[src/rtl/bram_access_ctrl_pkg.sv]
// Shared encodings for the BRAM access controller: FSM states and grant types.
package bram_ctrl_pkg;
    localparam logic [2:0] IDLE   = 3'd0;
    localparam logic [2:0] WR     = 3'd1;
    localparam logic [2:0] RD     = 3'd2;
    localparam logic [2:0] RD_CAP = 3'd3;
    localparam logic [2:0] CLEAR  = 3'd4;

    localparam logic GRANT_WR = 1'b0;
    localparam logic GRANT_RD = 1'b1;
endpackage

[src/rtl/bram_access_ctrl_if.sv]
// Request, response and BRAM-side signals of the access controller.
interface bram_access_ctrl_if #(
    parameter int DW = 32,
    parameter int AW = 6
);
    logic          wr_valid, wr_ready;
    logic [AW-1:0] wr_addr;
    logic [DW-1:0] wr_data;
    logic          rd_valid, rd_ready;
    logic [AW-1:0] rd_addr;
    logic          rsp_valid, rsp_ready;
    logic [DW-1:0] rsp_data;
    logic          mem_write_en, mem_read_en;
    logic [AW-1:0] mem_addr;
    logic [DW-1:0] mem_data_in, mem_data_out;

    modport slave (
        input  wr_valid, wr_addr, wr_data, rd_valid, rd_addr, rsp_ready, mem_data_out,
        output wr_ready, rd_ready, rsp_valid, rsp_data,
               mem_write_en, mem_read_en, mem_addr, mem_data_in
    );
    modport master (
        output wr_valid, wr_addr, wr_data, rd_valid, rd_addr, rsp_ready, mem_data_out,
        input  wr_ready, rd_ready, rsp_valid, rsp_data,
               mem_write_en, mem_read_en, mem_addr, mem_data_in
    );
endinterface

[src/rtl/bram_access_ctrl_rr_arb2.sv]
// Two-requester write/read arbiter; last_grant only flips on contested cycles.
module rr_arb2
    import bram_ctrl_pkg::*;
(
    input  logic clk,
    input  logic rst,
    input  logic en_i,
    input  logic req_wr_i,
    input  logic req_rd_i,
    output logic gnt_wr_o,
    output logic gnt_rd_o
);
    logic last_q, last_d;

    always_comb begin
        gnt_wr_o = en_i && req_wr_i && (!req_rd_i || last_q == GRANT_RD);
        gnt_rd_o = en_i && req_rd_i && (!req_wr_i || last_q == GRANT_WR);
        last_d   = last_q;
        if (en_i && req_wr_i && req_rd_i)
            last_d = gnt_wr_o ? GRANT_WR : GRANT_RD;
    end

    always_ff @(posedge clk or posedge rst) begin
        if (rst) last_q <= GRANT_RD;
        else     last_q <= last_d;
    end
endmodule

[src/rtl/bram_access_ctrl.sv]
// Serialises write/read requests onto a single-port BRAM, buffers one read
// response and runs a zero-fill sweep on init_start.
module bram_access_ctrl
    import bram_ctrl_pkg::*;
#(
    parameter int DATA_WIDTH    = 32,
    parameter int ADDRESS_WIDTH = 6
) (
    input  logic                clk,
    input  logic                clr,
    input  logic                init_start,
    output logic                init_busy,
    bram_access_ctrl_if.slave   bus
);
    logic [2:0]               state_q, state_d;
    logic                     we_q, we_d, re_q, re_d, busy_q, busy_d;
    logic [ADDRESS_WIDTH-1:0] addr_q, addr_d;
    logic [DATA_WIDTH-1:0]    din_q, din_d;
    logic                     rsp_valid_q, rsp_valid_d;
    logic [DATA_WIDTH-1:0]    rsp_data_q, rsp_data_d;
    logic                     arb_en, rsp_free, gnt_wr, gnt_rd;

    // Readies are combinational; clr is folded in so they drop with the reset.
    assign arb_en   = (state_q == IDLE) && !init_start && !clr;
    assign rsp_free = !rsp_valid_q || bus.rsp_ready;

    rr_arb2 u_arb (
        .clk      (clk),
        .rst      (clr),
        .en_i     (arb_en),
        .req_wr_i (bus.wr_valid),
        .req_rd_i (bus.rd_valid && rsp_free),
        .gnt_wr_o (gnt_wr),
        .gnt_rd_o (gnt_rd)
    );

    always_comb begin
        state_d     = state_q;
        we_d        = 1'b0;
        re_d        = 1'b0;
        busy_d      = 1'b0;
        addr_d      = '0;
        din_d       = '0;
        rsp_valid_d = rsp_valid_q && !bus.rsp_ready;
        rsp_data_d  = rsp_data_q;
        case (state_q)
            IDLE: begin
                if (init_start) begin
                    state_d = CLEAR;
                    we_d    = 1'b1;
                    busy_d  = 1'b1;
                end else if (gnt_wr) begin
                    state_d = WR;
                    we_d    = 1'b1;
                    addr_d  = bus.wr_addr;
                    din_d   = bus.wr_data;
                end else if (gnt_rd) begin
                    state_d = RD;
                    re_d    = 1'b1;
                    addr_d  = bus.rd_addr;
                end
            end
            WR:     state_d = IDLE;
            RD:     state_d = RD_CAP;
            RD_CAP: begin
                state_d     = IDLE;
                rsp_valid_d = 1'b1;
                rsp_data_d  = bus.mem_data_out;
            end
            CLEAR: begin
                // Sweep ends on the last address; it never wraps back to 0.
                if (addr_q == {ADDRESS_WIDTH{1'b1}}) begin
                    state_d = IDLE;
                end else begin
                    we_d   = 1'b1;
                    busy_d = 1'b1;
                    addr_d = addr_q + 1'b1;
                end
            end
            default: state_d = IDLE;
        endcase
    end

    always_ff @(posedge clk or posedge clr) begin
        if (clr) begin
            state_q     <= IDLE;
            we_q        <= 1'b0;
            re_q        <= 1'b0;
            busy_q      <= 1'b0;
            addr_q      <= '0;
            din_q       <= '0;
            rsp_valid_q <= 1'b0;
            rsp_data_q  <= '0;
        end else begin
            state_q     <= state_d;
            we_q        <= we_d;
            re_q        <= re_d;
            busy_q      <= busy_d;
            addr_q      <= addr_d;
            din_q       <= din_d;
            rsp_valid_q <= rsp_valid_d;
            rsp_data_q  <= rsp_data_d;
        end
    end

    assign init_busy        = busy_q;
    assign bus.wr_ready     = gnt_wr;
    assign bus.rd_ready     = gnt_rd;
    assign bus.rsp_valid    = rsp_valid_q;
    assign bus.rsp_data     = rsp_data_q;
    assign bus.mem_write_en = we_q;
    assign bus.mem_read_en  = re_q;
    assign bus.mem_addr     = addr_q;
    assign bus.mem_data_in  = din_q;
endmodule

[src/flat_wrapper.sv]
// flat-port wrapper written by rule: the top's interface ports become plain ports
module bram_access_ctrl_flat import bram_ctrl_pkg::*;
#(
    parameter int DATA_WIDTH    = 32,
    parameter int ADDRESS_WIDTH = 6
)
  (clk, clr, init_start, init_busy, bus_wr_valid, bus_wr_addr, bus_wr_data, bus_rd_valid, bus_rd_addr, bus_rsp_ready, bus_mem_data_out, bus_wr_ready, bus_rd_ready, bus_rsp_valid, bus_rsp_data, bus_mem_write_en, bus_mem_read_en, bus_mem_addr, bus_mem_data_in);
  bram_access_ctrl_if #(.DW(32), .AW(6)) bus_i ();
  input  logic clk;
  input  logic clr;
  input  logic init_start;
  output logic init_busy;
  input wire logic [$bits(bus_i.wr_valid)-1:0] bus_wr_valid;
  input wire logic [$bits(bus_i.wr_addr)-1:0] bus_wr_addr;
  input wire logic [$bits(bus_i.wr_data)-1:0] bus_wr_data;
  input wire logic [$bits(bus_i.rd_valid)-1:0] bus_rd_valid;
  input wire logic [$bits(bus_i.rd_addr)-1:0] bus_rd_addr;
  input wire logic [$bits(bus_i.rsp_ready)-1:0] bus_rsp_ready;
  input wire logic [$bits(bus_i.mem_data_out)-1:0] bus_mem_data_out;
  output wire logic [$bits(bus_i.wr_ready)-1:0] bus_wr_ready;
  output wire logic [$bits(bus_i.rd_ready)-1:0] bus_rd_ready;
  output wire logic [$bits(bus_i.rsp_valid)-1:0] bus_rsp_valid;
  output wire logic [$bits(bus_i.rsp_data)-1:0] bus_rsp_data;
  output wire logic [$bits(bus_i.mem_write_en)-1:0] bus_mem_write_en;
  output wire logic [$bits(bus_i.mem_read_en)-1:0] bus_mem_read_en;
  output wire logic [$bits(bus_i.mem_addr)-1:0] bus_mem_addr;
  output wire logic [$bits(bus_i.mem_data_in)-1:0] bus_mem_data_in;
  assign bus_i.wr_valid = bus_wr_valid;
  assign bus_i.wr_addr = bus_wr_addr;
  assign bus_i.wr_data = bus_wr_data;
  assign bus_i.rd_valid = bus_rd_valid;
  assign bus_i.rd_addr = bus_rd_addr;
  assign bus_i.rsp_ready = bus_rsp_ready;
  assign bus_i.mem_data_out = bus_mem_data_out;
  assign bus_wr_ready = bus_i.wr_ready;
  assign bus_rd_ready = bus_i.rd_ready;
  assign bus_rsp_valid = bus_i.rsp_valid;
  assign bus_rsp_data = bus_i.rsp_data;
  assign bus_mem_write_en = bus_i.mem_write_en;
  assign bus_mem_read_en = bus_i.mem_read_en;
  assign bus_mem_addr = bus_i.mem_addr;
  assign bus_mem_data_in = bus_i.mem_data_in;
  bram_access_ctrl #(.DATA_WIDTH(DATA_WIDTH), .ADDRESS_WIDTH(ADDRESS_WIDTH)) u_core (.clk(clk), .clr(clr), .init_start(init_start), .init_busy(init_busy), .bus(bus_i));
endmodule
[config.mk]
export PLATFORM = sky130hd
export DESIGN_NAME = bram_access_ctrl_flat
export DESIGN_NICKNAME = d
export VERILOG_FILES = /design/src/rtl/bram_access_ctrl_pkg.sv /design/src/rtl/bram_access_ctrl_if.sv /design/src/rtl/bram_access_ctrl_rr_arb2.sv /design/src/rtl/bram_access_ctrl.sv /design/src/flat_wrapper.sv
export SDC_FILE = /design/constraint.sdc
export NUM_CORES = 1
export LEC_CHECK = 0
export CORE_MARGIN = 5
export CORE_UTILIZATION = 42
export DETAILED_ROUTE_END_ITERATION = 10
export PLACE_DENSITY = 0.95
export REMOVE_ABC_BUFFERS = 1
export SYNTH_ARGS = -nofsm -noshare
export SYNTH_HDL_FRONTEND = slang
export SYNTH_HIERARCHICAL = 1
export SYNTH_SLANG_ARGS = --single-unit
[constraint.sdc]
create_clock -name clk -period 4.45 [get_ports clk]
set_input_delay 0.89 -clock clk [delete_from_list [all_inputs] [get_ports clk]]
set_output_delay 0.89 -clock clk [all_outputs]
set_load 0.01 [all_outputs]
; Word-level counts from Yosys, hierarchy flattened
; Cells that the tools add are included.
[totals]
regBits = 78
inputBits = 82
wordCells = 62
output_inout_bits = 76
[classes]
bitwise = 1
addsub = 1
n_reduce_logical = 20
eq_ne = 6
n_mux = 25
[op_table]
columns = operator, n
row1 = $mux 32, 3
row2 = $mux 6, 4
row3 = $mux 3, 4
row4 = $pmux 6 s2, 1
row5 = $mux 1, 10
row6 = $logic_and 1x1->1, 9
row7 = $pmux 3 s3, 1
row8 = $add 6x1->6 const B, 1
row9 = $eq 3x2->1 const B, 2
row10 = $eq 6x6->1 const B, 1
row11 = $logic_not 1->1, 6
row12 = $ne 4x4->1 const B, 1
row13 = $pmux 1 s2, 2
row14 = $eq 3x3->1 const B, 1
row15 = $logic_not 3->1, 1
row16 = $logic_or 1x1->1, 3
row17 = $ne 2x1->1 const B, 1
row18 = $reduce_and 2->1, 1
row19 = $not 1->1, 1

; Longest topological paths before layout
; Gate-level depths: netlist of run 1.
[logic_depth]
depth_word = 9
ltp_mapped = 9
depth_no_buf = 7

; Cells and area by module
; Netlist of run 1, hierarchy kept.
[by_module_without_submodules]
columns = mod, instances, cells_per_inst, area_per_inst_um2, seq_area_each_um2
row1 = bram_access_ctrl, 1, 202, 2909.0, 1926.8
row2 = rr_arb2, 1, 9, 65.1, 26.3

; Least setup slack after synthesis of run 1
; Ideal clock, no wire load.
[synth_timing]
path_type = input-to-output
from = in init_start
to = out bus_wr_ready
arrival_ps = 1957
n_path_buf = 0
stages = 4
path_slack_ps = 1603
required_ps = 3560
cell_sequence = or4_4 nor2_1 nand2_1 a21oi_1
[synth_via]
elab_chain_cells = 5
[synth_lines]
columns = element, line
row1 = "start, declared", flat_wrapper.sv:11  ; input logic init_start;
row2 = $logic_not 1->1, bram_access_ctrl.sv:24  ; assign arb_en = (state_q == IDLE) && !init_start && !clr;
row3 = $logic_and 1x1->1 (2 in a row), bram_access_ctrl.sv:24
row4 = named net u_core.arb_en, bram_access_ctrl.sv:21  ; logic arb_en, rsp_free, gnt_wr, gnt_rd;
row5 = $logic_and 1x1->1 (2 in a row), bram_access_ctrl_rr_arb2.sv:16  ; gnt_wr_o = en_i && req_wr_i && (!req_rd_i || last_q == GRANT_RD);
row6 = "end, declared", flat_wrapper.sv:20  ; output wire logic [$bits(bus_i.wr_ready)-1:0] bus_wr_ready;
; The timed path passes the listed nets, and every way through them passes these cells.

; Final worst setup path of run 1
[layout_timing]
from = in init_start
to = out bus_rd_ready
[layout_via]
elab_chain_cells = 5
[layout_lines]
columns = element, line
row1 = $logic_not 1->1, bram_access_ctrl.sv:24
row2 = $logic_and 1x1->1 (2 in a row), bram_access_ctrl.sv:24
row3 = named net u_core.arb_en, bram_access_ctrl.sv:21
row4 = $logic_and 1x1->1 (2 in a row), bram_access_ctrl_rr_arb2.sv:17  ; gnt_rd_o = en_i && req_rd_i && (!req_wr_i || last_q == GRANT_WR);
row5 = "end, declared", flat_wrapper.sv:21  ; output wire logic [$bits(bus_i.rd_ready)-1:0] bus_rd_ready;
; The timed path passes the listed nets, and every way through them passes these cells.

==> metrics.txt, run 1 <==
Fmax achieved 259 MHz; Startpoint Class input port; Clock Path Buffers 2; Area contributors post-synth dfrtp_1 (65%), mux2_2 (12%), and3_1 (7.2%); DRT Wirelength about 8000 um; CP most frequent cell clkdlybuf4s50_1; Fillers 465; Remaining Overflow, GRT 0; Worst EP required 3560 ps; Synth Area in XOR/XNOR 0.0118; DRT Pass-1 Iters 5; post-synthesis adder-cell area fraction 0.00421; area growth from synthesis to final layout 62.5%; Die Ht 94.2 um; crit-path cells clkdlybuf4s50_1 -> or4_4 -> nor2_1 -> nand2_1 -> a21oi_1 -> clkdlybuf4s50_1; post-synthesis compound-gate area fraction 0.0459; leakage power 2.16 nW; most frequent cells in the layout clkdlybuf4s50_1 (157), dfrtp_1 (77), and3_1 (34); Placed Instance Area 4640 um2; port bufs ~160; Worst Path Buf+Inv 2; dpl hpwl approximately 6000 um; placed cell count 455; post-route cell area 4830 um2; Syn Inst Count 211; CTS Buf Count 9; Hold Path End u_core/u_arb/last_q$_DFFE_PP1P_; Avg Inst Size Synth 14.1 um2; clock share of power 0.304; share of cells above drive strength 1 0.155; ys async rst share 1.00; worst skew pair latency 340 ps; total track usage 0.184; setup_tns 0 ps; Max-cap violations 0; Max FO, Critical Path 6; RD Place Congestion 0.750; slowest cell on the critical path clkdlybuf4s50_1; Fin. Hold Viols 0; pre-CTS WS 592 ps; R2R setup slack 1920 ps; crit path DAT 2980 ps; largest family of logic cells by synthesized area simple AND/OR/NAND/NOR gates; CP peak stage delay 580 ps; final worst slack 584 ps; Die W 94.2 um; # IOs around 160; Setup CP Type input port to output port; cell taking the most area after synthesis dfrtp_1; switching power 0.426 mW; status complete, no violations; Ant. Diodes 0; clk sinks 78; # Post-CTS Setup Buffers 0; combinational share of power 0.207; Int Power 1.23 mW; ys flop type dfrtp_1; min Tclk post-route around 3900 ps; top cell type's share of synthesized area 0.648; CTS root buffer clkbuf_8; Simple-Gate Fraction of Synth Area 0.133; post-route clock period utilization 0.869; Hold WC Path Type flop to flop; Synth Warn # 6; Layout Cells excl Fill 470; DRC 0; Routed Antenna Nets 0; most common cell after layout, fill and taps aside clkdlybuf4s50_1; CP endpoint kind output port; PD cells 342 nW/um2; sequential share of power 0.489; r2r worst-path depth 7; Seq/Total Area, Yosys 0.657; H-tree levels 3; fin nets 453; max_slew headroom 0.352; vias 2,299; FF-to-FF Start u_core/state_q[2]$_DFFE_PP0P_; synth unique cells 36; CTS tree done; Slew Limit Fails 0; post-cts sizing count 0; mux contribution to synthesized area 0.121; delay-heaviest family, CP buffers and inverters; Starting Density 0.435; first-pass GRT wire length ~12,000 um; core area 6830 um2; worst slew pin tran 972 ps; flops & latches, synth 78; peak supply drop 318 uV; sw frac 0.258; initial antenna violation count 0; worst reg2reg path endpoint u_core/bus.mem_addr[4]$_DFF_PP0_; RSZ-0062 raised after global routing no; Worst-path clk slew 80 ps; vias in the first global route between 2,000 and 2,500; Synth Cell Area 2970 um2; Hold Crit Depth 1; largest net degree at the start of global routing between 50 and 60; Post-CTS Hold Fix Bufs 0; Iter 0 DRT Violations 31; average routed wire per standard cell 16.7 um; Post-synth EDFFs 0; Hold Crit Start u_core/u_arb/last_q$_DFFE_PP1P_; Die ar. 8860 um2; worst-case clock skew 16.3 ps; final setup violation count 0; row count 30; Vias/cell 4.89
[metal layers]
metal | vias up | wire (um) | share of wire | GRT usage
li1 | 1062 | - | - | -
met1 | 1103 | 3000 | 0.38 | 0.209
met2 | 124 | 3770 | 0.48 | 0.293
met3 | 10 | 992 | 0.13 | 0.0929
met4 | 0 | 100 | 0.013 | 0.0746
met5 | - | 0 | 0 | 0
[how the worst max path moves through the flow]
stage	from	endpoint	slack [ps]	cells past startpoint
after floorplan	init_start	bus_wr_ready	820	4
after global placement	init_start	bus_rd_ready	650	6
after detailed placement	init_start	bus_rd_ready	590	6
after CTS	init_start	bus_rd_ready	580	6
after global routing	init_start	bus_rd_ready	470	6
final	init_start	bus_rd_ready	580	6
[power groups by stage]
stage / logic [mW] / clock network [mW] / registers [mW]
after global placement: 0.332 / 0 / 0.817
after floorplan: 0.125 / 0 / 0.835
final: 0.342 / 0.503 / 0.808
after detailed placement: 0.345 / 0 / 0.821
after CTS: 0.347 / 0.518 / 0.807
after global routing: 0.376 / 0.540 / 0.817
[through the flow]
stage | utilization | hold slack, ps | power [mW]
finish | 0.707 | 505 | 1.65
global route | 0.707 | 516 | 1.73
CTS | 0.707 | 505 | 1.67
detailed placement | 0.680 | 492 | 1.17
global placement | 0.680 | 487 | 1.15
floorplan | - | 477 | 0.959
[synthesized netlist by cell type, types with 2 or more instances]
library cell and count:
and2_1 3, and3_1 34, nor2_1 2, buf_2 4
xnor2_1 4, a221o_1 5, clkbuf_1 7, o21a_1 2
mux2_2 32, inv_1 4, dfrtp_1 77, nand3b_1 2
a21oi_1 4, nand2_1 5, nand3_1 5
[state kept, by name, summed over array words and instances (netlist names)]
name	flops
u_core/init_busy	1
u_core/bus.rsp_valid	1
u_core/bus.mem_write_en	1
u_core/u_arb/last_q	1
u_core/bus.mem_read_en	1
u_core/bus.mem_addr	6
u_core/bus.mem_data_in	32
u_core/state_q	3
u_core/bus.rsp_data	32
[cell families (layout without fill, tap and decap cells)]
group | Yosys count | count (layout)
XOR/XNOR | 4 | 4
AO/OA/AOI/OAI | 17 | 17
AND/OR/NAND/NOR | 62 | 62
buffers and inverters | 17 | 180
multiplexers | 32 | 32
flip-flops | 78 | 78
adder cells (fa/ha/maj) | 1 | 1
[final cells by class]
class	instances	area, um2	share of cell area
clock inverters	6	63.8	0.0132
multi-input cells	116	953	0.197
well taps	96	120	0.0249
flip-flops and latches	78	1950	0.404
inverters	4	16.3	0.00337
clock buffers	9	124	0.0256
repair buffers	161	1600	0.331
Note: power is estimated with default switching activity, not from simulation.
==> run 2: changes to the inputs <==
Settings changed: CELL_PAD_IN_SITES_DETAIL_PLACEMENT set to 1, CELL_PAD_IN_SITES_GLOBAL_PLACEMENT set to 1, CORE_UTILIZATION 42 to 27, PLACE_DENSITY 0.95 to 0.86.
Clock period 4.45 ns to 3.49 ns, I/O delays scaled along.
==> metrics.txt, run 2 (synthesized netlist as in run 1, its figures left out) <==
port bufs 157; average routed wire per standard cell 17.1 um; post-route clock period utilization 0.950; Vias/cell around 4.5; H-tree levels 3; setup_tns 0 ps; final worst slack 174 ps; min Tclk post-route approximately 3300 ps; critical path endpoint bus_rd_ready; final setup violation count 0; Max FO, Critical Path 3; worst slew pin tran 695 ps; crit path DAT 2620 ps; largest net degree at the start of global routing 41; Setup CP Type input port to output port; Worst EP required 2790 ps; Worst-path clk slew 80 ps; Tot Pwr 2.14 mW; Ant. Diodes 0; CTS root buffer clkbuf_8; Layout Cells excl Fill 516; leakage power 2.17 nW; crit path launch init_start; Remaining Overflow, GRT 0; r2r worst-path depth 7; Die ar. ~13,000 um2; R2R setup slack 930 ps; peak supply drop 259 uV; Starting Density 0.274; clk sinks 78; Post-CTS Hold Fix Bufs 0; most common cell after layout, fill and taps aside clkdlybuf4s50_1; Die Ht 115 um; Routed Antenna Nets 0; area growth from synthesis to final layout 65.3%; Slew Limit Fails 0; fin nets 454; dpl hpwl 6650 um; core area 10,800 um2; Hold WC Path Type flop to flop; FF-to-FF Start u_core/state_q[2]$_DFFE_PP0P_; max_slew headroom 0.536; Fmax achieved between 300 and 400 MHz; initial antenna violation count 0; Max-cap violations 0; worst reg2reg path endpoint u_core/bus.mem_addr[4]$_DFF_PP0_; status complete, no violations; placed cell count 500; row count 38; CTS Buf Count 9; Fin. Hold Viols 0; vias 2,335; first-pass GRT wire length 13,900 um; RD Place Congestion approximately 0.75; Die W 115 um; PD cells 435 nW/um2; RSZ-0062 raised after global routing no; Fillers roughly 1,100; worst-case clock skew 5.97 ps; DRC 0; CP endpoint kind output port; pre-CTS WS 92.3 ps; DRT Wirelength 8840 um; worst hold slack 509 ps; Startpoint Class input port; most frequent cells in the layout clkdlybuf4s50_1 (157), dfrtp_1 (77), and3_1 (34); total track usage 0.136; CTS tree done; Clock Path Buffers 2; share of cells above drive strength 1 0.157; Iter 0 DRT Violations between 70 and 80; worst skew pair latency 350 ps; vias in the first global route 2,619; # IOs 158; DRT Pass-1 Iters 3
run 2: power breakdown:
group          switching [mW]  internal [mW]  leakage (nW)  total, mW
sequential             0.0696          0.965         0.985       1.03
combinational           0.161          0.278          1.09      0.438
clock                   0.318          0.348        0.0964      0.667
run 2: worst min-delay path by stage:
stage | cells after the start | startpoint | end
2_1_floorplan | 1 | u_core/u_arb/last_q$_DFFE_PP1P_ | u_core/u_arb/last_q$_DFFE_PP1P_
3_3_place_gp | 1 | u_core/bus.rsp_data[29]$_DFFE_PP0P_ | u_core/bus.rsp_data[29]$_DFFE_PP0P_
3_5_place_dp | 1 | u_core/bus.rsp_data[28]$_DFFE_PP0P_ | u_core/bus.rsp_data[28]$_DFFE_PP0P_
4_1_cts | 1 | u_core/bus.rsp_data[28]$_DFFE_PP0P_ | u_core/bus.rsp_data[28]$_DFFE_PP0P_
5_1_grt | 1 | u_core/bus.rsp_data[28]$_DFFE_PP0P_ | u_core/bus.rsp_data[28]$_DFFE_PP0P_
6_report | 1 | u_core/bus.rsp_data[16]$_DFFE_PP0P_ | u_core/bus.rsp_data[16]$_DFFE_PP0P_
run 2: final cells by class:
type,count,area [um2],area share
Multi-Input combinational cell,116,957,0.195
Clock buffer,12,145,0.0295
Clock inverter,4,47.5,0.00967
Inverter,4,16.3,0.00331
Timing Repair Buffer,162,1620,0.330
Sequential cell,78,1950,0.397
Tap cell,140,175,0.0356
run 2: worst max-delay path: stages:
cell and delay, ps:
clkdlybuf4s50_1 430, or4_4 460, nor2_1 190, nand2_1 100, a21oi_2 170, clkdlybuf4s50_1 560
run 2: repair_timing:
action,in CTS,in global routing
resized for setup,0,1
setup buffers,0,0
endpoints found under the setup margin,0,1
run 2: layer usage:
layer,GRT usage,routed length [um],vias to the layer above
li1,-,-,1068
met5,0,0,-
met2,0.221,4090,122
met1,0.153,3480,1129
met4,0.0626,170,0
met3,0.0589,1100,16
run 2: metrics by stage:
step / area [um2] / utilization
global placement: 4720 / 0.435
CTS: 4910 / 0.453
finish: 4920 / 0.453
floorplan: 2910 / -
detailed placement: 4720 / 0.435
global route: 4920 / 0.453
